$ cat src/rtl/fwd_hazard_unit.sv
// fwd_hazard_unit
// Operand-forwarding select and load-use stall generator for the pipelined
// CPU. A shadow copy of the ID/EX, EX/MEM and MEM/WB destination-register
// information is kept here. The EX instruction's operand-mux selects are
// derived from that copy. Select codes: 0 = register file, 1 = EX/MEM result,
// 2 = MEM/WB result.
// Optional build macro FWD_STALL_CNT_EN adds a saturating 32-bit count of
// stall cycles on port stall_cnt_o.

module fwd_hazard_unit #(
   parameter int REG_ADDR_W = 5
) (
   input  logic                  clk_i,
   input  logic                  rst_i,
   input  logic                  issue_valid_i,
   input  logic [REG_ADDR_W-1:0] issue_rs_i,
   input  logic [REG_ADDR_W-1:0] issue_rt_i,
   input  logic [REG_ADDR_W-1:0] issue_rd_i,
   input  logic                  issue_reg_write_i,
   input  logic                  issue_mem_read_i,
   input  logic                  flush_i,
   output logic [1:0]            fwd_a_o,
   output logic [1:0]            fwd_b_o,
   output logic                  stall_o
`ifdef FWD_STALL_CNT_EN
   ,
   output logic [31:0]           stall_cnt_o
`endif
);

   // Full record for the instruction currently in EX.
   typedef struct packed {
      logic                  valid;
      logic                  reg_write;
      logic                  mem_read;
      logic [REG_ADDR_W-1:0] rs;
      logic [REG_ADDR_W-1:0] rt;
      logic [REG_ADDR_W-1:0] rd;
   } stage_rec_t;

   // Past EX only the destination side of a record matters.
   // The source fields and the load flag are dropped there.
   typedef struct packed {
      logic                  valid;
      logic                  reg_write;
      logic [REG_ADDR_W-1:0] rd;
   } dest_rec_t;

   stage_rec_t idex_q;
   stage_rec_t idex_next;
   dest_rec_t  exmem_q;
   dest_rec_t  memwb_q;
   logic       load_hazard;

   // True when a later stage will write register r. Register 0 never counts.
   function automatic logic produces(input dest_rec_t s, input logic [REG_ADDR_W-1:0] r);
      return s.valid && s.reg_write && (s.rd == r) && (r != '0);
   endfunction

   // Forwarding selects come only from registered records.
   // Because of that they hold steady across the whole cycle.
   always_comb begin
      fwd_a_o = 2'd0;
      fwd_b_o = 2'd0;
      if (idex_q.valid) begin
         if (produces(exmem_q, idex_q.rs)) begin
            fwd_a_o = 2'd1;
         end else if (produces(memwb_q, idex_q.rs)) begin
            fwd_a_o = 2'd2;
         end
         if (produces(exmem_q, idex_q.rt)) begin
            fwd_b_o = 2'd1;
         end else if (produces(memwb_q, idex_q.rt)) begin
            fwd_b_o = 2'd2;
         end
      end
   end

   // A load in EX whose destination is read by the ID instruction needs one bubble.
   // A flush cancels that bubble, since the ID instruction is squashed anyway.
   always_comb begin
      load_hazard = idex_q.valid && idex_q.mem_read && idex_q.reg_write &&
                    (idex_q.rd != '0) && issue_valid_i &&
                    ((issue_rs_i == idex_q.rd) || (issue_rt_i == idex_q.rd));
      stall_o     = load_hazard && !flush_i;
   end

   // Only a real, unstalled, unflushed ID instruction enters EX.
   // Everything else becomes a bubble.
   always_comb begin
      idex_next = '0;
      if (issue_valid_i && !stall_o && !flush_i) begin
         idex_next.valid     = 1'b1;
         idex_next.reg_write = issue_reg_write_i;
         idex_next.mem_read  = issue_mem_read_i;
         idex_next.rs        = issue_rs_i;
         idex_next.rt        = issue_rt_i;
         idex_next.rd        = issue_rd_i;
      end
   end

   // Advance the shadow pipeline every cycle.
   // Reset empties every stage immediately.
   always_ff @(posedge clk_i or negedge rst_i) begin
      if (!rst_i) begin
         idex_q  <= '0;
         exmem_q <= '0;
         memwb_q <= '0;
      end else begin
         idex_q            <= idex_next;
         exmem_q.valid     <= idex_q.valid;
         exmem_q.reg_write <= idex_q.reg_write;
         exmem_q.rd        <= idex_q.rd;
         memwb_q           <= exmem_q;
      end
   end

`ifdef FWD_STALL_CNT_EN
   // Count stall cycles. The count sticks at all-ones rather than wrapping.
   always_ff @(posedge clk_i or negedge rst_i) begin
      if (!rst_i) begin
         stall_cnt_o <= '0;
      end else if (stall_o && (stall_cnt_o != 32'hFFFF_FFFF)) begin
         stall_cnt_o <= stall_cnt_o + 32'd1;
      end
   end
`endif

endmodule

$ cat config.mk
export PLATFORM = sky130hd
export DESIGN_NAME = fwd_hazard_unit
export DESIGN_NICKNAME = d
export VERILOG_FILES = /design/src/rtl/fwd_hazard_unit.sv
export SDC_FILE = /design/constraint.sdc
export NUM_CORES = 1
export LEC_CHECK = 0
export BUFFER_PORTS_ARGS = -buffer_cell sky130_fd_sc_hd__buf_2
export CAP_MARGIN = 10
export CORE_UTILIZATION = 54
export CTS_CLUSTER_SIZE = 16
export DETAILED_ROUTE_END_ITERATION = 8
export PLACE_DENSITY = 0.77
export SYNTH_ARGS = -nofsm -noshare
export SYNTH_HDL_FRONTEND = slang
export SYNTH_SLANG_ARGS = --single-unit
$ cat constraint.sdc
create_clock -name clk_i -period 1.85 [get_ports clk_i]
set_input_delay 0.0925 -clock clk_i [delete_from_list [all_inputs] [get_ports clk_i]]
set_output_delay 0.0925 -clock clk_i [all_outputs]
set_load 0.01 [all_outputs]
## After elaboration in Yosys (flattened, before gate mapping)

Cells that the tools add are included.

- Register bits after elaboration: 32
- Latch bits: 0
- Bits in writable memories: 0
- ROM bits: 0
- Output and inout port bits: 5
- Word-level logic and storage cells: 49
- Memories kept: 0

- $add $sub $neg: 0
- Multiply operators: 0
- Div/mod/pow operators: 0
- Order comparisons: 0
- Equal/unequal tests: 6
- Shift-type cells: 0
- Multiplexer cells: 7
- Bitwise operators: 0
- Reduce and logical (&&, ||, !) cells: 24

Operator list:

| kind | count |
|---|---|
| $eq A5 B5 Y1 | 6 |
| $logic_and A1 B1 Y1 | 18 |
| $mux W18 | 1 |
| $reduce_bool A5 Y1 | 3 |
| $mux W2 | 6 |
| $logic_not A1 Y1 | 2 |
| $logic_or A1 B1 Y1 | 1 |

## Logic depth before layout (Yosys ltp)

Gate-level depths: netlist (run 1).

- Depth after elaboration: 10
- Mapped depth: 6

## Worst setup path after synthesis (run 1)

Ideal clock, no wire load.

- Kind: reg-to-output
- Start point: register idex_q[11] (netlist name)
- End point: output fwd_a_o[1]
- Arrival time: 1.438 ns
- Slack: 0.319 ns
- Cell stages (with the launch flop): 5
- Path buffers: 0
- Path through: dfrtp_1 -> or4_4 -> nor2_4 -> nor3_2 -> nor4_2

- Word-level cells in the longest chain between the ends: 6

RTL lines:

| element | RTL line | text |
|---|---|---|
| from (decl) | 49 | `stage_rec_t idex_q;` |
| from (signal assigned) | 110 | `idex_q <= idex_next;` |
| $eq A5 B5 Y1 | 57 | `return s.valid && s.reg_write && (s.rd == r) && (r != '0);` |
| $logic_and A1 B1 Y1 (2 in a row) | 57 |  |
| $mux W2 | 68 | `end else if (produces(memwb_q, idex_q.rs)) begin` |
| $mux W2 * | 66 | `if (produces(exmem_q, idex_q.rs)) begin` |
| $mux W2 * | 65 | `if (idex_q.valid) begin` |
| to (decl) | 22 | `output logic [1:0] fwd_a_o,` |

Mark *: on every way between the ends. The rest lies on a longest branch, timed or not.

## Final worst setup path (run 1)

- Start point: register idex_q[12] (netlist name)
- End point: output fwd_a_o[1]

Same word-level chain as after synthesis.

==> impl_metrics.json, run 1 <==
{
  "num-fill-cells": 142,
  "grt_max_degree": 33,
  "portBuffers": 25,
  "powerDensity_nw_per_um2": 682,
  "seq_area_frac_synth_pct": 55.7,
  "outcome": "complete, but fails checks",
  "ios": 26,
  "yosys.area.top_type_share_pct": 55.7,
  "r2r_cells": 6,
  "fin_area_um2": 2030,
  "grt_pass1_vias": 1226,
  "synth_warnings": 0,
  "max_freq_ghz": 0.516,
  "worst_slew_pin_slew_ps": 672,
  "cts.clk_slew.worst_paths_ps": 90,
  "dp_hpwl_mm": 2.05,
  "num_rows": 18,
  "power.share.combinational_pct": 16.1,
  "min_period_ps": 1940,
  "clockRootBuffer": "clkbuf_4",
  "initial_core_util_pct": 57.6,
  "wirelength_mm": 3.63,
  "syn2layout_area_growth_pct": 41.4,
  "synth_area_leader_cell": "dfrtp_1",
  "hold_viol": 0,
  "cp-start-kind": "flop",
  "fin_util_pct": 81.4,
  "power_switching_mw": 0.354,
  "die_area_um2": 2880,
  "clk_latency_ps": 340,
  "cts_buffers": 5,
  "place_area_um2": 1600,
  "netlist_area_um2": 1440,
  "skew_ps": 6.84,
  "gp_congestion": 0.887,
  "max_cap_viol_count": 0,
  "ys_seq_elements": 32,
  "swShare_pct": 25.5,
  "core_um2": 2500,
  "layout_commonest_cell": "dfrtp_1",
  "h-tree-depth": 2,
  "critical_path_arrival_ps": 1840,
  "dieHeight_um": 53.6,
  "synth_nets": 152,
  "rsz0062_at_grt": "yes",
  "drt_iter0_markers": 37,
  "syn_inst": 131,
  "setup_violations": 1,
  "slew_viol_final": 0,
  "vias": 1244,
  "cp_max_fo": 2,
  "drc_errors": 0,
  "yosys-top-cells-area": "dfrtp_1, xnor2_1, a21oi_1",
  "worstHoldPathType": "in2reg",
  "p_seq_share_pct": 54.5,
  "ir_worst_vdd_v": 0.000799,
  "p_total_mw": 1.39,
  "whs_ps": 240,
  "antenna-diode-count": 0,
  "failed_checks": "negative setup slack",
  "critical_path_class": "reg2out",
  "min_period_over_period_pct": 105,
  "leakagePower_nw": 0.949,
  "final_antenna_net_count": 0,
  "overflow": 0,
  "synth.avg_cell_area_um2": 11.0,
  "hold_depth": 5,
  "antenna_found_initial": 0,
  "power.internal_mw": 1.03,
  "required_ps": 1760,
  "cts_tree": "yes",
  "via_per_inst": 5.46,
  "maxSlewHeadroom_pct": 55.2,
  "setup_slack_ps": -87.3,
  "clockBufferDepth": 2,
  "dp_slack_ps": 236,
  "critPathCaptureType": "output port",
  "grt_pass1_wl_mm": 5.23,
  "die_w_um": 53.6,
  "drive_gt1_share_pct": 32.3,
  "yosysUniqueCellTypes": 23,
  "post_drt_wl_per_cell_um": 15.9,
  "nets": 218,
  "grt.total_usage_pct": 27.0,
  "pwr-share-clk_pct": 29.4,
  "mostFrequentLayoutCells": "dfrtp_1, xnor2_1, buf_2, nand2_1",
  "clock-sinks": 32,
  "drt_first_pass_iters": 4
}
-- sequential cells by signal (all words and copies together), names as in the netlist --
register  count
memwb_q       7
idex_q       18
exmem_q       7
-- final cells by class --
cell class	count	area (µm²)	area share (%)
well taps	30	37.5	1.85
repair buffers	63	469	23.1
flip-flops and latches	32	801	39.4
clock buffers	8	58.8	2.89
multi-input cells	95	668	32.8
-- worst max-delay path, cell delays in order, from the launching register on --
cell and delay (ps):
dfrtp_1 400, or4_4 550, nor2_4 110, nor3_2 60, nor4_2 230, buf_2 160
-- synth_stat cells --
| cell type | count |
|---|---|
| nor4_2 | 1 |
| a21oi_1 | 17 |
| nand3_1 | 5 |
| buf_2 | 2 |
| nor3_2 | 1 |
| a21oi_2 | 1 |
| or4_1 | 3 |
| nor2b_1 | 1 |
| clkbuf_1 | 1 |
| nor2_1 | 3 |
| o22ai_2 | 1 |
| dfrtp_1 | 32 |
| or4_4 | 1 |
| and2_2 | 1 |
| xnor2_1 | 26 |
| and2_1 | 2 |
| buf_4 | 1 |
| xor2_1 | 4 |
| a21boi_0 | 1 |
| nand4_1 | 4 |
| nand2_1 | 20 |
| nor3_1 | 2 |
| nor2_4 | 1 |
-- metal layers --
| layer | up-vias | GRT usage [%] | part of all wire (%) |
|---|---|---|---|
| li1 | 575 | - | - |
| met1 | 610 | 29.6 | 38 |
| met2 | 45 | 47.5 | 55 |
| met3 | 14 | 7.34 | 4.1 |
| met4 | 0 | 14.0 | 3.5 |
| met5 | - | 0 | 0 |
-- what timing repair did --
| item | CTS | global route |
|---|---|---|
| hold endpoints to repair | 49 | 0 |
| resized for setup | 5 | 8 |
| hold buffers | 18 | 0 |
| endpoints found under the setup margin | 5 | 5 |
| pin swaps | 2 | 7 |
| buffers inserted | 7 | 11 |
-- final timing paths --
path / startpoint / endpoint / slack [ps]
worst max-delay path: idex_q[12] / fwd_a_o[1] / -90
worst min-delay path: flush_i / idex_q[16] / 240
worst max register to register: idex_q[3] / idex_q[17] / 170
worst min register to register: idex_q[16] / exmem_q[5] / 390
max in group asynchronous: rst_i / idex_q[0] / 1100
min in group asynchronous: rst_i / idex_q[11] / 320
-- power by group through the flow --
stage / clock network (mW) / registers, mW / logic [mW]
after floorplan: 0 / 0.763 / 0.0920
after global placement: 0 / 0.769 / 0.143
after detailed placement: 0 / 0.770 / 0.149
after CTS: 0.420 / 0.755 / 0.197
after global routing: 0.435 / 0.760 / 0.242
final: 0.408 / 0.756 / 0.223
-- stage by stage --
step                std cells  TNS [ps]
finish                    228     -87.3
global route              228      -438
CTS                       217      -111
detailed placement        184         0
global placement          184         0
floorplan                 131         0
-- kinds of logic after synthesis --
kind of cell              Yosys count  share of synthesized area (%)
AOI/OAI and AO/OA                  20                           7.91
xor gates and xnor gates           30                           18.3
buffers and inverters               4                           1.48
DFF                                32                           55.7
and+or+nand+nor                    45                           16.7
No activity file was read; power rests on OpenSTA's default activity.
==> run 2: changes to the inputs <==
--- a/config.mk
+++ b/config.mk
@@ -5,12 +5,13 @@
 export SDC_FILE = /design/constraint.sdc
 export NUM_CORES = 1
 export LEC_CHECK = 0
+export ABC_AREA = 1
 export BUFFER_PORTS_ARGS = -buffer_cell sky130_fd_sc_hd__buf_2
 export CAP_MARGIN = 10
 export CORE_UTILIZATION = 54
 export CTS_CLUSTER_SIZE = 16
 export DETAILED_ROUTE_END_ITERATION = 8
-export PLACE_DENSITY = 0.77
+export PLACE_DENSITY = 0.76
 export SYNTH_ARGS = -nofsm -noshare
 export SYNTH_HDL_FRONTEND = slang
 export SYNTH_SLANG_ARGS = --single-unit
==> run 2 against run 1 <==
  * The flow now finishes without violations
  * Cell count is 18% higher
  * Sequential share of layout area is 3.1 points higher
  * Non-clock buffer count is 23 lower
  * Register-to-register slack better by 330 ps
  * Combinational power is 24% lower
  * Total power is 4.7% lower
  * Sequential power is 0.5% lower
  * Clock skew is 1.8 ps lower
  * Clock-buffer cell count stayed put
  * Synthesized cell count is 46% higher
  * Largest cell class unchanged
==> impl_metrics.json, run 2 <==
{
  "outcome": "finished, final reports clean",
  "synth_nets": 212,
  "dieHeight_um": 55.1,
  "cts_resized": 0,
  "portBuffers": 25,
  "syn_inst": 191,
  "p_total_mw": 1.32,
  "max_cap_viol_count": 0,
  "ys_seq_elements": 32,
  "worst_slew_pin_slew_ps": 685,
  "gp_congestion": 0.806,
  "dp_slack_ps": 547,
  "ys.flop_type": "dfrtp_1",
  "worstHoldPathType": "in2reg",
  "drive_gt1_share_pct": 15.1,
  "register_area_um2": 801,
  "num-fill-cells": 186,
  "required_ps": 1760,
  "skew_ps": 5.08,
  "critical_path_arrival_ps": 1590,
  "rsz0062_at_grt": "no",
  "final_antenna_net_count": 0,
  "yosys-top-cells-area": "dfrtp_1, inv_1, nand2_1",
  "hold_viol": 0,
  "die_w_um": 55.1,
  "min_period_over_period_pct": 90.7,
  "drt_iter0_markers": 30,
  "grt_pass1_vias": 1323,
  "whs_ps": 8.83,
  "overflow": 0,
  "cp-start-kind": "flop",
  "synth_edf_count": 0,
  "post_drt_wl_per_cell_um": 12.0,
  "grt.total_usage_pct": 26.7,
  "core_um2": 2570,
  "synth_warnings": 0,
  "vias": 1322,
  "fin_area_um2": 1890,
  "place.detailed.instances": 245,
  "clockBufferDepth": 2,
  "yosysUniqueCellTypes": 18,
  "synth.avg_cell_area_um2": 7.99,
  "netlist_area_um2": 1530,
  "clock-sinks": 32,
  "wirelength_mm": 3.22,
  "leakagePower_nw": 1.05,
  "drc_errors": 0,
  "grt_pass1_wl_mm": 5.38,
  "h-tree-depth": 2,
  "via_per_inst": 4.93,
  "critPathCaptureType": "output port",
  "place_area_um2": 1680,
  "top_regs": "idex_q x18, exmem_q x7, memwb_q x7",
  "yosys.area.top_type_share_pct": 52.5,
  "cts.clk_slew.worst_paths_ps": 90,
  "grt_max_degree": 33,
  "antenna_found_initial": 0,
  "synthArstFlopShare_pct": 100,
  "num_rows": 18,
  "die_area_um2": 3040,
  "clockRootBuffer": "clkbuf_4",
  "min_period_ps": 1680,
  "slew_viol_final": 0,
  "dp_hpwl_mm": 2.16,
  "critical_path_class": "reg2out",
  "max_freq_ghz": 0.596,
  "ir_worst_vdd_v": 0.000636,
  "synthTopCellsByCount": "inv_1, nand2_1, nor2_1, dfrtp_1, xnor2_1",
  "top_register": "idex_q",
  "ios": 26,
  "yosysMostFrequentCell": "inv_1",
  "cts_tree": "yes",
  "setup_violations": 0,
  "initial_core_util_pct": 59.4,
  "layout.cells.non_filler": 268,
  "powerDensity_nw_per_um2": 702,
  "largest_reg_flops": 18,
  "cts_buffers": 5,
  "final.setup.tns_ps": 0,
  "maxSlewHeadroom_pct": 54.3,
  "seq_area_frac_synth_pct": 52.5,
  "antenna-diode-count": 0,
  "setup_slack_ps": 172,
  "syn2layout_area_growth_pct": 23.6,
  "drt_first_pass_iters": 4,
  "nets": 258,
  "clk_latency_ps": 330,
  "layout_commonest_cell": "inv_1",
  "cp_max_fo": 4,
  "synth_area_leader_cell": "dfrtp_1",
  "fin_util_pct": 73.4,
  "multiInputGateArea_um2": 559,
  "mostFrequentLayoutCells": "inv_1, nand2_1, nor2_1, dfrtp_1, buf_2"
}
==> run 2: power by group <==
group / internal, mW / switching, mW / leakage (nW) / total [mW]
clock: 0.187 / 0.214 / 0.0326 / 0.401
combinational: 0.0792 / 0.0904 / 0.593 / 0.170
sequential: 0.726 / 0.0254 / 0.429 / 0.752
total: 0.993 / 0.330 / 1.05 / 1.32
==> run 2: final cells by class <==
class | count | area share, %
flip-flops and latches | 32 | 42.5
multi-input cells | 117 | 29.7
repair buffers | 40 | 14.6
inverters | 41 | 8.16
clock buffers | 8 | 3.12
well taps | 30 | 1.99
==> run 2: layer usage <==
layer / vias to the layer above / GRT usage [%] / wire (µm)
li1: 658 / - / -
met4: 0 / 18.3 / 105
met2: 54 / 44.4 / 1640
met3: 10 / 8.74 / 164
met5: - / 0 / 0
met1: 600 / 28.7 / 1310
==> run 2: cell families after synthesis <==
family	Yosys count	synth area share [%]
AND/OR/NAND/NOR	98	27.2
AO/OA/AOI/OAI	8	3.12
buffers and inverters	42	10.8
XOR/XNOR	11	6.32
flip-flops	32	52.5
==> run 2: repair_timing <==
item,in CTS,in global routing
hold endpoints to repair,46,0
buffers inserted,0,0
hold buffers,15,0
setup endpoints to repair,0,0
==> run 2: final timing paths <==
kind                              endpoint     startpoint  depth (start not counted)  slack (ps)
worst max-delay path            fwd_a_o[1]     idex_q[14]                          6         170
worst min-delay path             idex_q[8]  issue_rt_i[3]                          3           9
worst max register to register  idex_q[15]      idex_q[1]                          7         500
worst min register to register  memwb_q[5]     exmem_q[5]                          0         390
max in group asynchronous       memwb_q[0]          rst_i                          2        1070
min in group asynchronous        idex_q[4]          rst_i                          2         330
==> run 2: critical path, stage by stage, from the launching register on <==
cell	delay (ps)
dfrtp_1	420
or2_2	300
a21oi_1	150
nand2_1	80
nor2_1	110
nor2_1	60
buf_2	130
==> run 3: changes to the inputs <==
--- a/config.mk
+++ b/config.mk
@@ -8,10 +8,12 @@
 export ABC_AREA = 1
 export BUFFER_PORTS_ARGS = -buffer_cell sky130_fd_sc_hd__buf_2
 export CAP_MARGIN = 10
-export CORE_UTILIZATION = 54
+export CELL_PAD_IN_SITES_DETAIL_PLACEMENT = 1
+export CELL_PAD_IN_SITES_GLOBAL_PLACEMENT = 2
+export CORE_UTILIZATION = 32
 export CTS_CLUSTER_SIZE = 16
 export DETAILED_ROUTE_END_ITERATION = 8
-export PLACE_DENSITY = 0.76
+export PLACE_DENSITY = 0.77
 export SYNTH_ARGS = -nofsm -noshare
 export SYNTH_HDL_FRONTEND = slang
 export SYNTH_SLANG_ARGS = --single-unit
==> run 3 against run 2 <==
  * Global-route usage is 10 points lower
  * Worst hold slack better by 7.5 ps
  * First-iteration DRC count is 3.3% higher
  * Clock-buffer cell count is 2 lower
  * Critical path depth is 1 lower
  * Fmax is 1.8% lower
  * Routed wire length is 6.9% higher
  * Critical path type unchanged
  * Highest routed layer unchanged
==> impl_metrics.json, run 3 (same netlist as run 2, synthesis figures left out) <==
{
  "whs_ps": 16.4,
  "cp_max_fo": 4,
  "min_period_over_period_pct": 92.4,
  "pwr-share-clk_pct": 41.9,
  "setup_slack_ps": 141,
  "grt.total_usage_pct": 16.5,
  "setup_violations": 0,
  "wl_met3_um": 120,
  "vias": 1241,
  "leakagePower_nw": 1.02,
  "num-fill-cells": 565,
  "drt_first_pass_iters": 6,
  "required_ps": 1760,
  "clockBufferDepth": 2,
  "critical_path_arrival_ps": 1620,
  "critPathCaptureType": "output port",
  "top_regs": "idex_q x18, exmem_q x7, memwb_q x7",
  "clock-sinks": 32,
  "h-tree-depth": 2,
  "p_total_mw": 1.55,
  "drt_iter0_markers": 31,
  "cts_buffers": 5,
  "top_register": "idex_q",
  "initial_core_util_pct": 34.1,
  "drc_errors": 0,
  "dieHeight_um": 71.0,
  "worst_slew_pin_slew_ps": 706,
  "p_seq_share_pct": 48.7,
  "hold_viol": 0,
  "largest_reg_flops": 18,
  "swShare_pct": 23.3,
  "cts.clk_slew.worst_paths_ps": 70,
  "route.met2.wl_mm": 1.67,
  "worstHoldPathType": "in2reg",
  "register_area_um2": 801,
  "maxSlewHeadroom_pct": 53.0,
  "gp_congestion": 0.863,
  "ios": 26,
  "overflow": 0,
  "skew_ps": 6.66,
  "max_freq_ghz": 0.585,
  "post_drt_wl_per_cell_um": 12.5,
  "via_per_inst": 4.50,
  "power.share.combinational_pct": 9.5,
  "die_w_um": 71.0,
  "rsz0062_at_grt": "no",
  "nets": 244,
  "grt_pass1_wl_mm": 6.27,
  "final.setup.tns_ps": 0,
  "power_switching_mw": 0.360,
  "final_antenna_net_count": 0,
  "slew_viol_final": 0,
  "drt-met1-wl_mm": 1.54,
  "dp_hpwl_mm": 2.70,
  "critPathTopFamily": "simple AND/OR/NAND/NOR gates",
  "wirelength_mm": 3.44,
  "cp_num_buf_inv": 1,
  "multiInputGateArea_um2": 559,
  "highest_layer": "met4",
  "grt_max_degree": 33,
  "drive_gt1_share_pct": 16.5,
  "max_cap_viol_count": 0,
  "cts_resized": 0,
  "antenna_found_initial": 0,
  "layout_commonest_cell": "inv_1",
  "portBuffers": 25,
  "powerDensity_nw_per_um2": 849,
  "min_period_ps": 1710,
  "num_rows": 24,
  "critPathSlowestCell": "dfrtp_1",
  "dp_slack_ps": 429,
  "syn2layout_area_growth_pct": 19.4,
  "power.internal_mw": 1.19,
  "critPathMaxStageDelay_ps": 430,
  "core_um2": 4470,
  "clk_latency_ps": 280,
  "cp-start-kind": "flop",
  "antenna-diode-count": 0,
  "outcome": "finished, final reports clean",
  "mostFrequentLayoutCells": "inv_1, nand2_1, nor2_1, dfrtp_1, buf_2",
  "cts_tree": "yes",
  "critical_path_class": "reg2out",
  "path_cells": "or2_2 -> a21oi_1 -> nand2_1 -> nor3_1 -> buf_2",
  "die_area_um2": 5050,
  "clockRootBuffer": "clkbuf_8",
  "ir_worst_vdd_v": 0.000330,
  "grt_pass1_vias": 1393
}
## run 3: cell count changes in the layout (fill, tap and decap cells not counted), sizes merged
cell         previous run  this run
bufinv                  0         1
clkbuf                  8         6
clkinv                  0         1
dlygate4sd3            15         1
## run 3: final cells by class
class                           instances  share of cell area (%)
Sequential cell                        32                    44.0
Multi-Input combinational cell        117                    30.7
Inverter                               41                    8.45
Timing Repair Buffer                   26                    7.42
Clock buffer                            6                    3.98
Tap cell                               52                    3.57
Clock inverter                          2                    1.92
## run 3: repair_timing
| action | CTS | global route |
|---|---|---|
| hold buffers | 1 | 0 |
| setup endpoints to repair | 0 | 0 |
| setup buffers | 0 | 0 |
| endpoints found under the hold margin | 32 | 0 |
## run 3: worst register-to-register path: stages (launching register included)
cell,delay [ps]
dfrtp_1,420
inv_1,120
nand4_1,140
o21ai_0,170
inv_1,70
nand2_2,90
nand2_4,140
nor2_1,140
## run 3: per-stage QoR
step / instances / area (µm²) / util, %
2_1_floorplan: 191 / 1530 / -
3_3_place_gp: 267 / 1700 / 38.1
3_5_place_dp: 267 / 1700 / 38.1
4_1_cts: 276 / 1820 / 40.7
5_1_grt: 276 / 1820 / 40.7
6_report: 276 / 1820 / 40.7
## run 3: layer usage
layer  vias to the layer above  GRT usage [%]
li1                        630              -
met1                       573           19.9
met2                        28           27.9
met3                        10           3.56
met4                         0           8.22
met5                         -              0
## run 3: path summary, 6_finish.rpt
| kind | start | end | slack, ps | depth (start not counted) |
|---|---|---|---|---|
| max | idex_q[14] | fwd_a_o[0] | 140 | 5 |
| max in group asynchronous | rst_i | exmem_q[3] | 1000 | 2 |
| min reg2reg | exmem_q[5] | memwb_q[5] | 380 | 0 |
| min in group asynchronous | rst_i | idex_q[4] | 400 | 2 |
| min | issue_rd_i[2] | idex_q[2] | 20 | 3 |
| max reg2reg | idex_q[3] | idex_q[16] | 490 | 7 |
## run 3: power groups by stage
stage / clock network, mW / logic (mW) / registers [mW]
3_3_place_gp: 0 / 0.144 / 0.765
4_1_cts: 0.669 / 0.150 / 0.753
6_report: 0.647 / 0.147 / 0.753
2_1_floorplan: 0 / 0.0893 / 0.759
3_5_place_dp: 0 / 0.148 / 0.767
5_1_grt: 0.702 / 0.172 / 0.757
